## src/rtl/probe_sig_gen_if.sv

```systemverilog
// probe_sig_gen_if: beep pattern request/busy/done handshake.
// master = test controller, slave = probe_sig_gen.
interface probe_sig_gen_if;
   logic beep_req;
   logic beep_type;
   logic beep_busy;
   logic beep_done;

   modport master (
      output beep_req,
      output beep_type,
      input  beep_busy,
      input  beep_done
   );

   modport slave (
      input  beep_req,
      input  beep_type,
      output beep_busy,
      output beep_done
   );
endinterface

```

## src/rtl/probe_sig_gen.sv

```systemverilog
// probe_sig_gen: decade probe taps, glitch-free probe mux, pass/fail beeper.
// PROBE_SIG_LEGACY_EN adds passfail_spk_sel (continuous speaker tone override).
module probe_sig_gen #(
   parameter int CLK_HZ        = 100_000_000,
   parameter int NUM_TAPS      = 4,
   parameter int BASE_HZ       = 10,
   parameter int SEL_W         = 2,
   parameter int SPK_TONE_SEL  = 2,
   parameter int BEEP_LONG_MS  = 500,
   parameter int BEEP_SHORT_MS = 100,
   parameter int GAP_MS        = 100,
   parameter int FAIL_BEEPS    = 3
) (
   input  logic             clk,
   input  logic             rst,
   input  logic [SEL_W-1:0] probe_sel,
   output logic             probe_out,
`ifdef PROBE_SIG_LEGACY_EN
   input  logic             passfail_spk_sel,
`endif
   output logic             passfail_spk,
   probe_sig_gen_if.slave   beep
);

   function automatic longint pow10(input int k);
      longint p;
      p = 1;
      for (int i = 0; i < k; i++) p = p * 10;
      return p;
   endfunction

   localparam int NSEL = 2 ** SEL_W;
   localparam longint HALF0 =
      longint'(CLK_HZ) / (2 * longint'(BASE_HZ));
   localparam int CW = $clog2(HALF0) + 1;
   localparam int MS_CYC = CLK_HZ / 1000;
   localparam int MW = $clog2(MS_CYC) + 1;
   localparam int DMAX0 =
      (BEEP_LONG_MS > BEEP_SHORT_MS) ? BEEP_LONG_MS : BEEP_SHORT_MS;
   localparam int DMAX = (DMAX0 > GAP_MS) ? DMAX0 : GAP_MS;
   localparam int DW = $clog2(DMAX + 1);
   localparam logic [SEL_W-1:0] SPK_IDX = SEL_W'(SPK_TONE_SEL);

   if (NUM_TAPS < 1 || NUM_TAPS > 8 || NSEL < NUM_TAPS ||
       SPK_TONE_SEL >= NUM_TAPS || FAIL_BEEPS < 1 ||
       FAIL_BEEPS > 15 || MS_CYC < 1) begin : g_bad_cfg
      $error("probe_sig_gen: bad parameter set");
   end

   logic [NSEL-1:0] tap_ext;

   for (genvar k = 0; k < NUM_TAPS; k++) begin : g_tap
      localparam longint DIV = 2 * longint'(BASE_HZ) * pow10(k);
      localparam longint HALF = longint'(CLK_HZ) / DIV;
      localparam logic [CW-1:0] LIM = CW'(HALF - 1);
      logic [CW-1:0] cnt;
      logic          t;

      if (HALF < 1 || (longint'(CLK_HZ) % DIV) != 0) begin : g_bad
         $error("probe_sig_gen: tap %0d half period invalid", k);
      end

      always_ff @(posedge clk or posedge rst) begin
         if (rst) begin
            cnt <= '0;
            t   <= 1'b0;
         end else if (cnt == LIM) begin
            cnt <= '0;
            t   <= ~t;
         end else begin
            cnt <= cnt + CW'(1);
         end
      end

      assign tap_ext[k] = t;
   end

   for (genvar k = NUM_TAPS; k < NSEL; k++) begin : g_pad
      assign tap_ext[k] = 1'b0;
   end

   logic [SEL_W-1:0] sel_m, sel_s, sel_a;

   // Switch only while both old and new sources are low: no runt highs.
   always_ff @(posedge clk or posedge rst) begin
      if (rst) begin
         sel_m     <= '0;
         sel_s     <= '0;
         sel_a     <= '0;
         probe_out <= 1'b0;
      end else begin
         sel_m <= probe_sel;
         sel_s <= sel_m;
         if (sel_s != sel_a && !probe_out && !tap_ext[sel_s])
            sel_a <= sel_s;
         probe_out <= tap_ext[sel_a];
      end
   end

   logic [MW-1:0] ms_cnt;
   logic          ms_tick;

   assign ms_tick = (ms_cnt == MW'(MS_CYC - 1));

   always_ff @(posedge clk or posedge rst) begin
      if (rst) ms_cnt <= '0;
      else if (ms_tick) ms_cnt <= '0;
      else ms_cnt <= ms_cnt + MW'(1);
   end

   typedef enum logic [1:0] {
      IDLE, TONE, GAP, DONE
   } state_t;

   state_t        state, state_n;
   logic [DW-1:0] dur, dur_n, tone_last;
   logic [3:0]    nbeep, nbeep_n;
   logic          fail, fail_n;

   always_ff @(posedge clk or posedge rst) begin
      if (rst) begin
         state <= IDLE;
         dur   <= '0;
         nbeep <= '0;
         fail  <= 1'b0;
      end else begin
         state <= state_n;
         dur   <= dur_n;
         nbeep <= nbeep_n;
         fail  <= fail_n;
      end
   end

   assign tone_last = fail ? DW'(BEEP_SHORT_MS - 1)
                           : DW'(BEEP_LONG_MS - 1);

   always_comb begin
      state_n = state;
      dur_n   = dur;
      nbeep_n = nbeep;
      fail_n  = fail;
      unique case (state)
         IDLE: begin
            if (beep.beep_req) begin
               state_n = TONE;
               fail_n  = beep.beep_type;
               dur_n   = '0;
               nbeep_n = '0;
            end
         end
         TONE: begin
            if (ms_tick) begin
               if (dur == tone_last) begin
                  dur_n = '0;
                  if (!fail || nbeep == 4'(FAIL_BEEPS - 1)) begin
                     state_n = DONE;
                  end else begin
                     state_n = GAP;
                     nbeep_n = nbeep + 4'd1;
                  end
               end else begin
                  dur_n = dur + DW'(1);
               end
            end
         end
         GAP: begin
            if (ms_tick) begin
               if (dur == DW'(GAP_MS - 1)) begin
                  state_n = TONE;
                  dur_n   = '0;
               end else begin
                  dur_n = dur + DW'(1);
               end
            end
         end
         DONE: state_n = IDLE;
         default: state_n = IDLE;
      endcase
   end

   assign beep.beep_busy = (state != IDLE);
   assign beep.beep_done = (state == DONE);

   logic spk_on;

`ifdef PROBE_SIG_LEGACY_EN
   logic lsel_m, lsel_s;

   always_ff @(posedge clk or posedge rst) begin
      if (rst) begin
         lsel_m <= 1'b0;
         lsel_s <= 1'b0;
      end else begin
         lsel_m <= passfail_spk_sel;
         lsel_s <= lsel_m;
      end
   end

   assign spk_on = (state == TONE) | lsel_s;
`else
   assign spk_on = (state == TONE);
`endif

   always_ff @(posedge clk or posedge rst) begin
      if (rst) passfail_spk <= 1'b0;
      else passfail_spk <= spk_on & tap_ext[SPK_IDX];
   end

endmodule

```

## src/flat_wrapper.sv

```systemverilog
// flat-port wrapper written by rule: the top's interface ports become plain ports
module probe_sig_gen_flat 
#(
   parameter int CLK_HZ        = 100_000_000,
   parameter int NUM_TAPS      = 4,
   parameter int BASE_HZ       = 10,
   parameter int SEL_W         = 2,
   parameter int SPK_TONE_SEL  = 2,
   parameter int BEEP_LONG_MS  = 500,
   parameter int BEEP_SHORT_MS = 100,
   parameter int GAP_MS        = 100,
   parameter int FAIL_BEEPS    = 3
)
  (clk, rst, probe_sel, probe_out, passfail_spk, beep_beep_req, beep_beep_type, beep_beep_busy, beep_beep_done);
  probe_sig_gen_if beep_i ();
  input  logic clk;
  input  logic rst;
  input  logic [SEL_W-1:0] probe_sel;
  output logic probe_out;
  output logic passfail_spk;
  input wire logic [$bits(beep_i.beep_req)-1:0] beep_beep_req;
  input wire logic [$bits(beep_i.beep_type)-1:0] beep_beep_type;
  output wire logic [$bits(beep_i.beep_busy)-1:0] beep_beep_busy;
  output wire logic [$bits(beep_i.beep_done)-1:0] beep_beep_done;
  assign beep_i.beep_req = beep_beep_req;
  assign beep_i.beep_type = beep_beep_type;
  assign beep_beep_busy = beep_i.beep_busy;
  assign beep_beep_done = beep_i.beep_done;
  probe_sig_gen #(.CLK_HZ(CLK_HZ), .NUM_TAPS(NUM_TAPS), .BASE_HZ(BASE_HZ), .SEL_W(SEL_W), .SPK_TONE_SEL(SPK_TONE_SEL), .BEEP_LONG_MS(BEEP_LONG_MS), .BEEP_SHORT_MS(BEEP_SHORT_MS), .GAP_MS(GAP_MS), .FAIL_BEEPS(FAIL_BEEPS)) u_core (.clk(clk), .rst(rst), .probe_sel(probe_sel), .probe_out(probe_out), .passfail_spk(passfail_spk), .beep(beep_i));
endmodule
```

## config.mk

```make
export PLATFORM = sky130hd
export DESIGN_NAME = probe_sig_gen_flat
export DESIGN_NICKNAME = d
export VERILOG_FILES = /design/src/rtl/probe_sig_gen_if.sv /design/src/rtl/probe_sig_gen.sv /design/src/flat_wrapper.sv
export SDC_FILE = /design/constraint.sdc
export NUM_CORES = 1
export LEC_CHECK = 0
export CAP_MARGIN = 20
export CELL_PAD_IN_SITES_DETAIL_PLACEMENT = 0
export CELL_PAD_IN_SITES_GLOBAL_PLACEMENT = 1
export CORE_MARGIN = 2
export CORE_UTILIZATION = 25
export CTS_CLUSTER_SIZE = 14
export DETAILED_ROUTE_END_ITERATION = 12
export DONT_BUFFER_PORTS = 1
export PLACE_DENSITY_LB_ADDON = 0.2
export SLEW_MARGIN = 20
export SYNTH_ARGS = -nofsm -noshare
export SYNTH_HDL_FRONTEND = slang
export SYNTH_SLANG_ARGS = --single-unit
```

## constraint.sdc

```tcl
create_clock -name clk -period 4.55 [get_ports clk]
set_input_delay 0.2275 -clock clk [delete_from_list [all_inputs] [get_ports clk]]
set_output_delay 0.2275 -clock clk [all_outputs]
set_load 0.03 [all_outputs]
```

==> summary.txt, run 1 <==
Run status
  – Outcome: complete, no violations

Power and ir drop
  – Pwr/cell area: 374 nW/um2
  – Switching share of power: 19.6%
  – Pint: 2.36 mW
  – Power share of the sequential group: 43.2%
  – Clk pwr share: 55.7%
  – Pleak: 3.53 nW
  – Total power: 2.93 mW
  – P_sw: 0.574 mW
  – Peak VDD IR: 216 uV
  – Logic pwr share: 1.1%

Floorplanning
  – Die height: 168 um
  – Row Count: 59
  – Initial Util: 25.6%
  – Die width: 168 um
  – Top Ports: 10
  – Core area: 26100 um2
  – DIE AREA: 28100 um2

Yosys
  – Largest family of logic cells by synthesized area: simple AND/OR/NAND/NOR gates
  – Post-Syn Instances: 634
  – Post-synthesis cell area: 6690 um2
  – #FFs+latches synth: 142
  – Post-Synth Adder-Cell Area: 2.43%
  – Post-synth top flop: dfrtp_1
  – Yosys warns: 0
  – Mux share of post-synthesis cell area: 1.48%
  – Post-synthesis sequential area ratio: 53.1%
  – XOR/XNOR Fraction of Synth Area: 13.9%
  – EDFF count, synth: 0
  – Syn Nets: 653
  – Post-synthesis async set-or-reset flop share: 100%
  – Synth Area in Compound Gates: 3.69%
  – Netlist cell types: 54
  – Avg Cell Area, Syn: 10.5 um2
  – Simple-gate share of the synthesized area: 23.7%

STA
  – Min Tclk post-route: 2.28 ns
  – Slew HR: 27.5%
  – Unrepaired setup endpoints after global routing: no
  – Period utilization: 50.2%
  – Final Skew: 0.0126 ns
  – Setup-failing EPs final: 0
  – Max-slew violations: 0
  – Setup_tns: 0 ns
  – Tightest Pin Transition: 1.08 ns
  – FMAX: 0.438 GHz
  – Hold Fails Final Rpt: 0

Clock network
  – CTS max path bufs: 2
  – Post-CTS Hold Buffers: 4
  – Clock sink total: 142
  – Post-CTS Resized: 0
  – Clock transition at path regs: 0.06 ns
  – Clock insertion delay at the later pin of the skew report: 0.43 ns
  – Htree depth: 4
  – Setup bufs post-CTS: 0
  – CTS tree: yes
  – Root Buffer: clkbuf_16
  – CTS Buf Count: 17

Setup path
  – Worst EP arrival: 2.59 ns
  – Required @ worst endpoint: 4.85 ns
  – Crit end category: flop
  – CP max FO: 11
  – CP Class: flop to flop
  – Critical Path Start Type: flop

Placement
  – Buffers on Ports: 0
  – Routability congestion estimate: 0.751
  – Post-DP HPWL: 9000 um

Drt
  – Initial drt markers: 279
  – Met2 WL: 6210 um
  – Vias/cell: 4.48
  – Vias: 4477
  – Wirelength, routed: 13400 um
  – Drc violations: 0
  – Met3 Wirelength: 403 um
  – Top Metal Used: met4
  – Initial DRT Pass Iterations: 4
  – Met1 wire length: 6640 um
  – Antenna Nets Post-Route: 0
  – Wire per inst: 13.4 um

Global routing
  – Vias in the first global route: 4733
  – Global-route wire length before repair: 23400 um
  – Global route overflow: 0
  – Antenna violations before repair: 0
  – Pin count of the biggest net entering global routing: 107
  – Gr usage total: 10.3%

Final layout
  – ANT cells: 0
  – Share of cells above drive strength 1: 7.82%
  – Nets@finish: 671
  – Area Overhead vs Synth: 17.3%

Flow run
  – Max-Cap Viols: 0

Worst hold path
  – Worst Hold Class: primary input to flop
cells by family after synthesis:
kind of cell	Yosys count
DFF	142
muxes	7
buffers and inverters	26
and+or+nand+nor	307
AOI/OAI and AO/OA	33
adders and majority gates	13
xor gates and xnor gates	106
cells in the mapped netlist (2+ instances only):
cell / count / area share, %
dfrtp_1: 142 / 53
nor2_1: 84 / 4.7
xnor2_1: 56 / 7.3
nand2_1: 54 / 3.0
nand3_1: 52 / 3.9
xor2_1: 50 / 6.5
nand4_1: 27 / 2.5
and3_1: 21 / 2.0
inv_1: 18 / 1.0
nor3_1: 18 / 1.3
nor4_1: 14 / 1.3
ha_1: 13 / 2.4
and4_1: 6 / 0.79
and2_1: 5 / 0.47
nor2b_1: 5 / 0.47
o21ai_0: 5 / 0.37
a21oi_1: 4 / 0.30
a22o_1: 4 / 0.52
buf_2: 4 / 0.30
nor4b_1: 4 / 0.52
a21o_1: 3 / 0.34
mux2_2: 3 / 0.51
o311ai_1: 3 / 0.39
a31oi_1: 2 / 0.19
and4b_1: 2 / 0.30
clkbuf_1: 2 / 0.11
mux2i_1: 2 / 0.30
mux4_2: 2 / 0.67
nand2b_1: 2 / 0.19
o21a_1: 2 / 0.22
or2_2: 2 / 0.19
cell type report:
type | instances | area [um2]
Tap cell | 335 | 419
Inverter | 18 | 72.6
Multi-Input combinational cell | 466 | 3030
Clock inverter | 10 | 206
Fill cell | 2698 | 18300
Sequential cell | 142 | 3550
Clock buffer | 22 | 484
Timing Repair Buffer | 7 | 82.6
layout by cell type (no fill, tap or decap), types with 5 or more instances in the layout:
cell type  Yosys  routed
nor2_1        84      84
nand2_1       54      54
and4_1         6       6
o21ai_0        5       5
clkbuf_16      0      17
xnor2_1       56      56
dfrtp_1      142     142
and2_1         5       5
ha_1          13      13
bufinv_16      0       6
inv_1         18      17
nand3_1       52      52
and3_1        21      21
xor2_1        50      50
nor2b_1        5       5
nand4_1       27      27
nor3_1        18      18
nor4_1        14      13
registers in the layout (all words and copies together) (netlist names), 2 cells and up:
name / flops
u_core.nbeep: 4
u_core.g_tap.t: 4
u_core.ms_cnt: 18
u_core.sel_s: 2
u_core.sel_a: 2
u_core.g_tap.cnt: 96
u_core.dur: 9
u_core.sel_m: 2
u_core.state: 2
per-stage QoR:
step	hold WS, ns	cells	setup WS [ns]	area [um2]	util (%)
finish	0.117	1000	2.27	7840	30.0
detailed placement	0.259	963	2.17	7090	27.1
floorplan	0.259	634	0.513	6690	-
global placement	0.259	963	2.33	7090	27.1
CTS	0.106	999	2.15	7820	29.9
global route	0.125	1000	1.97	7840	30.0
worst max-delay path, stage by stage (launching register included):
cell	delay (ns)
dfrtp_1	0.42
nor4b_1	0.46
nand2_1	0.25
nor2_1	0.66
o21ai_0	0.23
mux2i_1	0.16
per-layer routing:
layer	vias to the layer above	global-route usage [%]
met1	2194	13.2
met4	0	3.52
li1	2232	-
met5	-	0
met2	37	16.7
met3	14	3.05
path summary, 6_finish.rpt:
check                      slack (ns)  depth (start not counted)              from                endpoint
setup / recovery                 2.27                          5  u_core.ms_cnt[5]         u_core.state[0]
hold / removal                   0.12                          2     beep_beep_req             u_core.fail
setup reg to reg                 2.27                          5  u_core.ms_cnt[5]         u_core.state[0]
hold reg to reg                  0.41                          0   u_core.sel_m[0]         u_core.sel_s[0]
max in group asynchronous        3.02                          4               rst       u_core.g_tap[3].t
min in group asynchronous        0.35                          2               rst  u_core.g_tap[2].cnt[6]
power groups by stage:
stage          clock network [mW]  registers [mW]  logic, mW
3_5_place_dp                    0            1.29     0.0296
3_3_place_gp                    0            1.29     0.0286
4_1_cts                      1.68            1.27     0.0328
2_1_floorplan                   0            1.29     0.0198
6_report                     1.63            1.27     0.0327
5_1_grt                      1.73            1.27     0.0393
Power figures use the tool's default switching activity.
==> run 2, diff against run 1 <==
Settings changed: ABC_AREA set to 1.
Clock period 4.55 ns to 1.9 ns, I/O delays scaled along.
==> run 2 against run 1 <==
Against the previous run:
- sequential power increased to 2.6 times the previous value
- worst setup slack got worse by 2.1 ns
- count of clock-buffer cells in the layout decreased by 4
- die area increased by 21%
- cell count increased by 52%
- register-to-register slack got worse by 2.1 ns
- hold slack got worse by 0.068 ns
- critical endpoint is now u_core.nbeep[3]
==> summary.txt, run 2 <==
Setup path
  – Required @ worst endpoint: 2.22 ns (was 4.85 ns)
  – Worst EP arrival: 2.05 ns (was 2.59 ns)
  – CP max FO: 5 (was 11)
  – R2R cell count: 9 (was 5)
  – RR Startpoint: u_core.state[0] (was u_core.ms_cnt[5])
  – Reg2Reg Setup Slack: 0.16 ns (was 2.27 ns)
  – Worst reg2reg endpoint: u_core.nbeep[3] (was u_core.state[0])
  – Crit end category: flop (unchanged)
  – CP Class: flop to flop (unchanged)
  – Critical Path Start Type: flop (unchanged)

Global routing
  – Global route overflow: 0 (unchanged)
  – Global-route wire length before repair: 33200 um (was 23400 um)
  – Pin count of the biggest net entering global routing: 70 (was 107)
  – Vias in the first global route: 6627 (was 4733)
  – Gr usage total: 12.3% (was 10.3%)
  – Antenna violations before repair: 0 (unchanged)

Placement
  – Routability congestion estimate: 0.780 (was 0.751)
  – Post-DP HPWL: 14200 um (was 9000 um)
  – Area after DPL: 8720 um2 (was 7090 um2)
  – Buffers on Ports: 0 (unchanged)
  – Post-Place Cells: 1483 (was 963)

Power and ir drop
  – Logic pwr share: 13.4% (was 1.1%)
  – Peak VDD IR: 504 uV (was 216 uV)
  – Pleak: 4.71 nW (was 3.53 nW)
  – P_sw: 2.25 mW (was 0.574 mW)
  – Clk pwr share: 46.4% (was 55.7%)
  – Pint: 5.86 mW (was 2.36 mW)
  – Switching share of power: 27.7% (was 19.6%)
  – Pwr/cell area: 860 nW/um2 (was 374 nW/um2)
  – Power share of the sequential group: 40.1% (was 43.2%)
  – Total power: 8.11 mW (was 2.93 mW)

Clock network
  – CTS Buf Count: 17 (unchanged)
  – Setup bufs post-CTS: 0 (unchanged)
  – Htree depth: 4 (unchanged)
  – CTS tree: yes (unchanged)
  – Clock sink total: 142 (unchanged)
  – Root Buffer: clkbuf_16 (unchanged)
  – CTS max path bufs: 2 (unchanged)
  – Post-CTS Resized: 0 (unchanged)
  – Clock transition at path regs: 0.06 ns (about the same)
  – Clock insertion delay at the later pin of the skew report: 0.43 ns (about the same)
  – Post-CTS Hold Buffers: 6 (was 4)

STA
  – Unrepaired setup endpoints after global routing: no (unchanged)
  – Min Tclk post-route: 1.74 ns (was 2.28 ns)
  – Max-slew violations: 0 (unchanged)
  – Final Skew: 0.0120 ns (was 0.0126 ns)
  – Tightest Pin Transition: 0.518 ns (was 1.08 ns)
  – Hold_ws: 0.0495 ns (was 0.117 ns)
  – Setup_tns: 0 ns (unchanged)
  – Hold Fails Final Rpt: 0 (unchanged)
  – Period utilization: 91.4% (was 50.2%)
  – Slew HR: 65.2% (was 27.5%)
  – FMAX: 0.576 GHz (was 0.438 GHz)
  – Setup-failing EPs final: 0 (unchanged)

Drt
  – Wire per inst: 12.6 um (was 13.4 um)
  – Wirelength, routed: 19100 um (was 13400 um)
  – Antenna Nets Post-Route: 0 (unchanged)
  – Vias/cell: 4.31 (was 4.48)
  – Drc violations: 0 (unchanged)
  – Initial DRT Pass Iterations: 6 (was 4)
  – Vias: 6560 (was 4477)
  – Initial drt markers: 373 (was 279)

Run status
  – Outcome: complete, no violations (unchanged)

Yosys
  – Post-synthesis async set-or-reset flop share: 100% (unchanged)
  – Most common cell in the netlist: nand2_1 (was dfrtp_1)
  – Post-Syn Instances: 1072 (was 634)
  – Largest cells by area after synthesis: dfrtp_1 44%, nand2_1 12%, inv_1 8.7% (was dfrtp_1 53%, xnor2_1 7.3%, xor2_1 6.5%)
  – Post-synth top cells: 266 x nand2_1, 188 x inv_1, 144 x nor2_1 (was 142 x dfrtp_1, 84 x nor2_1, 56 x xnor2_1)
  – Yosys warns: 0 (unchanged)
  – Yosys top cell area share: 43.8% (was 53.1%)
  – Syn Nets: 1091 (was 653)
  – Cell taking the most area after synthesis: dfrtp_1 (unchanged)
  – Avg Cell Area, Syn: 7.56 um2 (was 10.5 um2)
  – EDFF count, synth: 0 (unchanged)
  – #FFs+latches synth: 142 (unchanged)
  – Netlist cell types: 38 (was 54)
  – Post-synthesis sequential area ratio: 43.8% (was 53.1%)
  – Post-synth top flop: dfrtp_1 (unchanged)
  – Post-synthesis cell area: 8110 um2 (was 6690 um2)

Final layout
  – Share of cells above drive strength 1: 8.58% (was 7.82%)
  – Fin cells: 1521 (was 1000)
  – Nets@finish: 1125 (was 671)
  – Max reg flops: 96 (unchanged)
  – Reg with most FFs: u_core.g_tap.cnt (unchanged)
  – Multi-input gate area: 3810 um2 (was 3030 um2)
  – Final instance area: 9430 um2 (was 7840 um2)
  – Area Overhead vs Synth: 16.4% (was 17.3%)
  – Biggest regs: u_core.g_tap.cnt: 96 flops, u_core.ms_cnt: 18 flops, u_core.dur: 9 flops (unchanged)
  – ANT cells: 0 (unchanged)
  – Fill cells: 3465 (was 2698)
  – Most common cell after layout, fill and taps aside: nand2_1 (was dfrtp_1)
  – Register area: 3550 um2 (unchanged)
  – Commonest non-fill, non-tap cells in the layout: 266 x nand2_1, 187 x inv_1, 144 x nor2_1 (was 142 x dfrtp_1, 84 x nor2_1, 56 x xnor2_1)

Floorplanning
  – Row Count: 65 (was 59)
  – Die height: 184 um (was 168 um)
  – Die width: 184 um (was 168 um)
  – Initial Util: 25.6% (about the same)
  – Core area: 31700 um2 (was 26100 um2)
  – Top Ports: 10 (unchanged)
  – DIE AREA: 33900 um2 (was 28100 um2)

Worst hold path
  – Worst Hold Class: primary input to asynchronous set/reset pin (was primary input to flop)

Flow run
  – Max-Cap Viols: 0 (unchanged)
[run 2: cell count changes in the layout (fill, tap and decap cells not counted), sizes merged, moves of 12 or more]
| cell | delta |
|---|---|
| nand2 | +221 |
| inv | +171 |
| nor2 | +77 |
| xnor2 | -38 |
| and3 | -21 |
| o21ai | +20 |
| nand3 | +18 |
| nand4 | +14 |
| nor3 | +14 |
| nor4 | -12 |
[run 2: worst max path at each step]
stage	slack [ns]	cells past startpoint	endpoint	from
floorplan	0.03	1	u_core.dur[0]	rst
global placement	0.17	9	u_core.nbeep[2]	u_core.state[0]
detailed placement	0.15	9	u_core.nbeep[3]	u_core.state[0]
CTS	0.15	9	u_core.nbeep[0]	u_core.state[0]
global route	0.005	9	u_core.nbeep[3]	u_core.state[0]
finish	0.16	9	u_core.nbeep[3]	u_core.state[0]
[run 2: power by group through the flow]
stage / Clock [mW] / Combinational (mW) / Sequential (mW)
after floorplan: 0 / 0.800 / 3.28
after global placement: 0 / 1.11 / 3.31
after detailed placement: 0 / 1.10 / 3.31
after CTS: 3.91 / 1.12 / 3.26
after global routing: 4.03 / 1.27 / 3.27
final: 3.76 / 1.09 / 3.25
[run 2: cells by family after synthesis]
family | share of synthesized area [%]
and+or+nand+nor | 34.4
buffers and inverters | 9.12
DFF | 43.8
xor gates and xnor gates | 6.59
AOI/OAI and AO/OA | 4.07
adders and majority gates | 2.01
[run 2: layer usage]
metal / up-vias / routed length [um] / global-route usage, %
li1: 3420 / - / -
met1: 3053 / 9910 / 17.0
met2: 69 / 8430 / 19.3
met3: 18 / 560 / 2.56
met4: 0 / 252 / 4.03
met5: - / 0 / 0
[run 2: per-stage QoR]
step | util (%) | setup slack [ns]
after floorplan | - | 0.0279
after global placement | 27.5 | 0.173
after detailed placement | 27.5 | 0.154
after CTS | 29.7 | 0.155
after global routing | 29.7 | 0.00478
final | 29.7 | 0.164
[run 2: layout make-up]
class                           count  area share, %
Clock buffer                       18           4.66
Clock inverter                     14           2.28
Inverter                          190           7.61
Multi-Input combinational cell    735           40.4
Sequential cell                   142           37.7
Tap cell                          402           5.33
Timing Repair Buffer               20           2.02
[run 2: worst max-delay path: stages, from the launching register on]
cell and delay (ns):
dfrtp_1 0.41, inv_1 0.09, ha_1 0.22, inv_1 0.12, or2_2 0.21, nand3_1 0.11, a21oi_2 0.20, nand2_1 0.15
nand2_1 0.08, nand2_1 0.05
==> run 3, diff against run 2 <==
Settings changed: GPL_TIMING_DRIVEN set to 0.
==> run 3 against run 2 <==
Against the previous run:
- global-route usage shrank 0.16 points
- total power down 3.5%
- cell area did not move
- hold slack improved by 0.021 ns
- critical path type unchanged
==> summary.txt, run 3 (synthesis gave the netlist of run 2 again) <==
Power and ir drop
  – Pleak: 4.70 nW (was 4.71 nW)
  – Clk pwr share: 43.8% (was 46.4%)
  – Power share of the sequential group: 41.6% (was 40.1%)
  – Pint: 5.57 mW (was 5.86 mW)
  – Peak VDD IR: 622 uV (was 504 uV)
  – Logic pwr share: 14.6% (was 13.4%)
  – Switching share of power: 28.9% (was 27.7%)
  – Pwr/cell area: 830 nW/um2 (was 860 nW/um2)
  – P_sw: 2.26 mW (was 2.25 mW)

Final layout
  – Most common cell after layout, fill and taps aside: nand2_1 (unchanged)
  – Commonest non-fill, non-tap cells in the layout: 265 x nand2_1, 185 x inv_1, 143 x nor2_1 (was 266 x nand2_1, 187 x inv_1, 144 x nor2_1)
  – Nets@finish: 1123 (was 1125)
  – Biggest regs: u_core.g_tap.cnt: 96 flops, u_core.ms_cnt: 18 flops, u_core.dur: 9 flops (unchanged)
  – Fin cells: 1518 (was 1521)
  – Share of cells above drive strength 1: 8.96% (was 8.58%)
  – Area Overhead vs Synth: 16.4% (unchanged)
  – Fill cells: 3481 (was 3465)
  – ANT cells: 0 (unchanged)
  – Max reg flops: 96 (unchanged)
  – Reg with most FFs: u_core.g_tap.cnt (unchanged)

Placement
  – Post-DP HPWL: 14100 um (was 14200 um)
  – Buffers on Ports: 0 (unchanged)
  – Post-Place Cells: 1479 (was 1483)
  – Routability congestion estimate: 0.742 (was 0.780)
  – Dpl ws: -0.118 ns (was 0.154 ns)

Global routing
  – Pin count of the biggest net entering global routing: 30 (was 70)
  – Global-route wire length before repair: 32900 um (was 33200 um)
  – Vias in the first global route: 6714 (was 6627)
  – Antenna violations before repair: 0 (unchanged)
  – Global route overflow: 0 (unchanged)
  – Gr usage total: 12.2% (was 12.3%)

STA
  – Final Skew: 0.0123 ns (was 0.0120 ns)
  – Setup slack after layout: 0.129 ns (was 0.164 ns)
  – Tightest Pin Transition: 0.571 ns (was 0.518 ns)
  – Max-slew violations: 0 (unchanged)
  – Setup_tns: 0 ns (unchanged)
  – Min Tclk post-route: 1.77 ns (was 1.74 ns)
  – Period utilization: 93.2% (was 91.4%)
  – FMAX: 0.565 GHz (was 0.576 GHz)
  – Hold Fails Final Rpt: 0 (unchanged)
  – Setup-failing EPs final: 0 (unchanged)
  – Slew HR: 61.9% (was 65.2%)

Drt
  – Antenna Nets Post-Route: 0 (unchanged)
  – Wirelength, routed: 19000 um (was 19100 um)
  – Initial DRT Pass Iterations: 4 (was 6)
  – Vias/cell: 4.26 (was 4.31)
  – Drc violations: 0 (unchanged)
  – Initial drt markers: 348 (was 373)
  – Vias: 6472 (was 6560)
  – Wire per inst: 12.5 um (was 12.6 um)

Clock network
  – CTS max path bufs: 2 (unchanged)
  – CTS tree: yes (unchanged)
  – Clock sink total: 142 (unchanged)
  – Clock transition at path regs: 0.06 ns (about the same)
  – Clock insertion delay at the later pin of the skew report: 0.43 ns (about the same)
  – CTS Buf Count: 17 (unchanged)
  – Htree depth: 4 (unchanged)
  – Root Buffer: clkbuf_16 (unchanged)

Run status
  – Outcome: complete, no violations (unchanged)

Floorplanning
  – Die width: 184 um (unchanged)
  – Die height: 184 um (unchanged)
  – Core area: 31700 um2 (unchanged)
  – Top Ports: 10 (unchanged)
  – Initial Util: 25.6% (unchanged)
  – Row Count: 65 (unchanged)
  – DIE AREA: 33900 um2 (unchanged)

Flow run
  – Max-Cap Viols: 0 (unchanged)

Setup path
  – CP Class: flop to flop (unchanged)
  – Worst EP arrival: 2.09 ns (was 2.05 ns)
  – Critical Path Start Type: flop (unchanged)
  – Crit end category: flop (unchanged)
  – Required @ worst endpoint: 2.22 ns (about the same)
  – CP max FO: 8 (was 5)

Worst hold path
  – Worst Hold Class: primary input to flop (was primary input to asynchronous set/reset pin)
-- run 3: cell count changes in the layout (fill, tap and decap cells not counted), sizes merged --
cell / change
clkinv: +2
clkinvlp: -4
clkbuf: +5
bufinv: -3
buf: -3
-- run 3: worst paths after layout --
path                                         from                 endpoint  slack, ns  cells past startpoint
setup / recovery           u_core.g_tap[0].cnt[0]   u_core.g_tap[0].cnt[5]       0.13                      7
hold / removal                      beep_beep_req          u_core.state[0]       0.07                      4
setup reg to reg           u_core.g_tap[0].cnt[0]   u_core.g_tap[0].cnt[5]       0.13                      7
hold reg to reg                   u_core.sel_m[1]          u_core.sel_s[1]       0.35                      0
max in group asynchronous                     rst  u_core.g_tap[1].cnt[17]       0.95                      4
min in group asynchronous                     rst            u_core.dur[5]       0.20                      2
-- run 3: worst max-delay path: stages, from the launching register on --
cell and delay [ns]:
dfrtp_1 0.44, ha_2 0.29, nand3_2 0.18, nor4_2 0.23
nand3_2 0.19, clkinv_2 0.18, or2_1 0.12, inv_1 0.03
-- run 3: area by class of cell --
class	instances	area, um2	share of cell area, %
multi-input combinational	735	3850	40.8
timing repair buffer	13	183	1.94
clock inverter	9	109	1.15
tap	402	503	5.33
buffer	5	27.5	0.292
clock buffer	22	484	5.13
sequential	142	3560	37.7
inverter	190	721	7.64
-- run 3: metrics by stage --
step / util (%) / total power [mW] / cell area [um2] / hold slack [ns]
floorplan: - / 4.08 / 8110 / 0.126
global route: 29.7 / 8.28 / 9430 / 0.0821
CTS: 29.6 / 7.93 / 9380 / 0.0686
finish: 29.7 / 7.82 / 9430 / 0.0710
global placement: 27.2 / 4.36 / 8610 / 0.126
detailed placement: 27.5 / 4.38 / 8720 / 0.0539
-- run 3: power by group through the flow --
stage	clock, mW	combinational, mW	sequential [mW]
CTS	3.58	1.10	3.25
detailed placement	0	1.07	3.31
global placement	0	1.05	3.31
global route	3.69	1.31	3.27
finish	3.43	1.14	3.25
floorplan	0	0.800	3.28
-- run 3: timing repair --
item | 4_1_cts | 5_1_grt
endpoints found under the hold margin | 100 | 0
hold buffers | 6 | 0
endpoints found under the setup margin | 14 | 32
resized for setup | 4 | 11
buffers inserted | 0 | 2
cloned | 0 | 0
pin swaps | 0 | 1
-- run 3: metal layers --
metal | vias up | wire length [um] | global-route usage (%) | share of wire [%]
li1 | 3422 | - | - | -
met1 | 2990 | 9820 | 16.2 | 52
met2 | 48 | 8550 | 19.9 | 45
met3 | 12 | 418 | 2.56 | 2.2
met4 | 0 | 213 | 3.62 | 1.1
met5 | - | 0 | 0 | 0
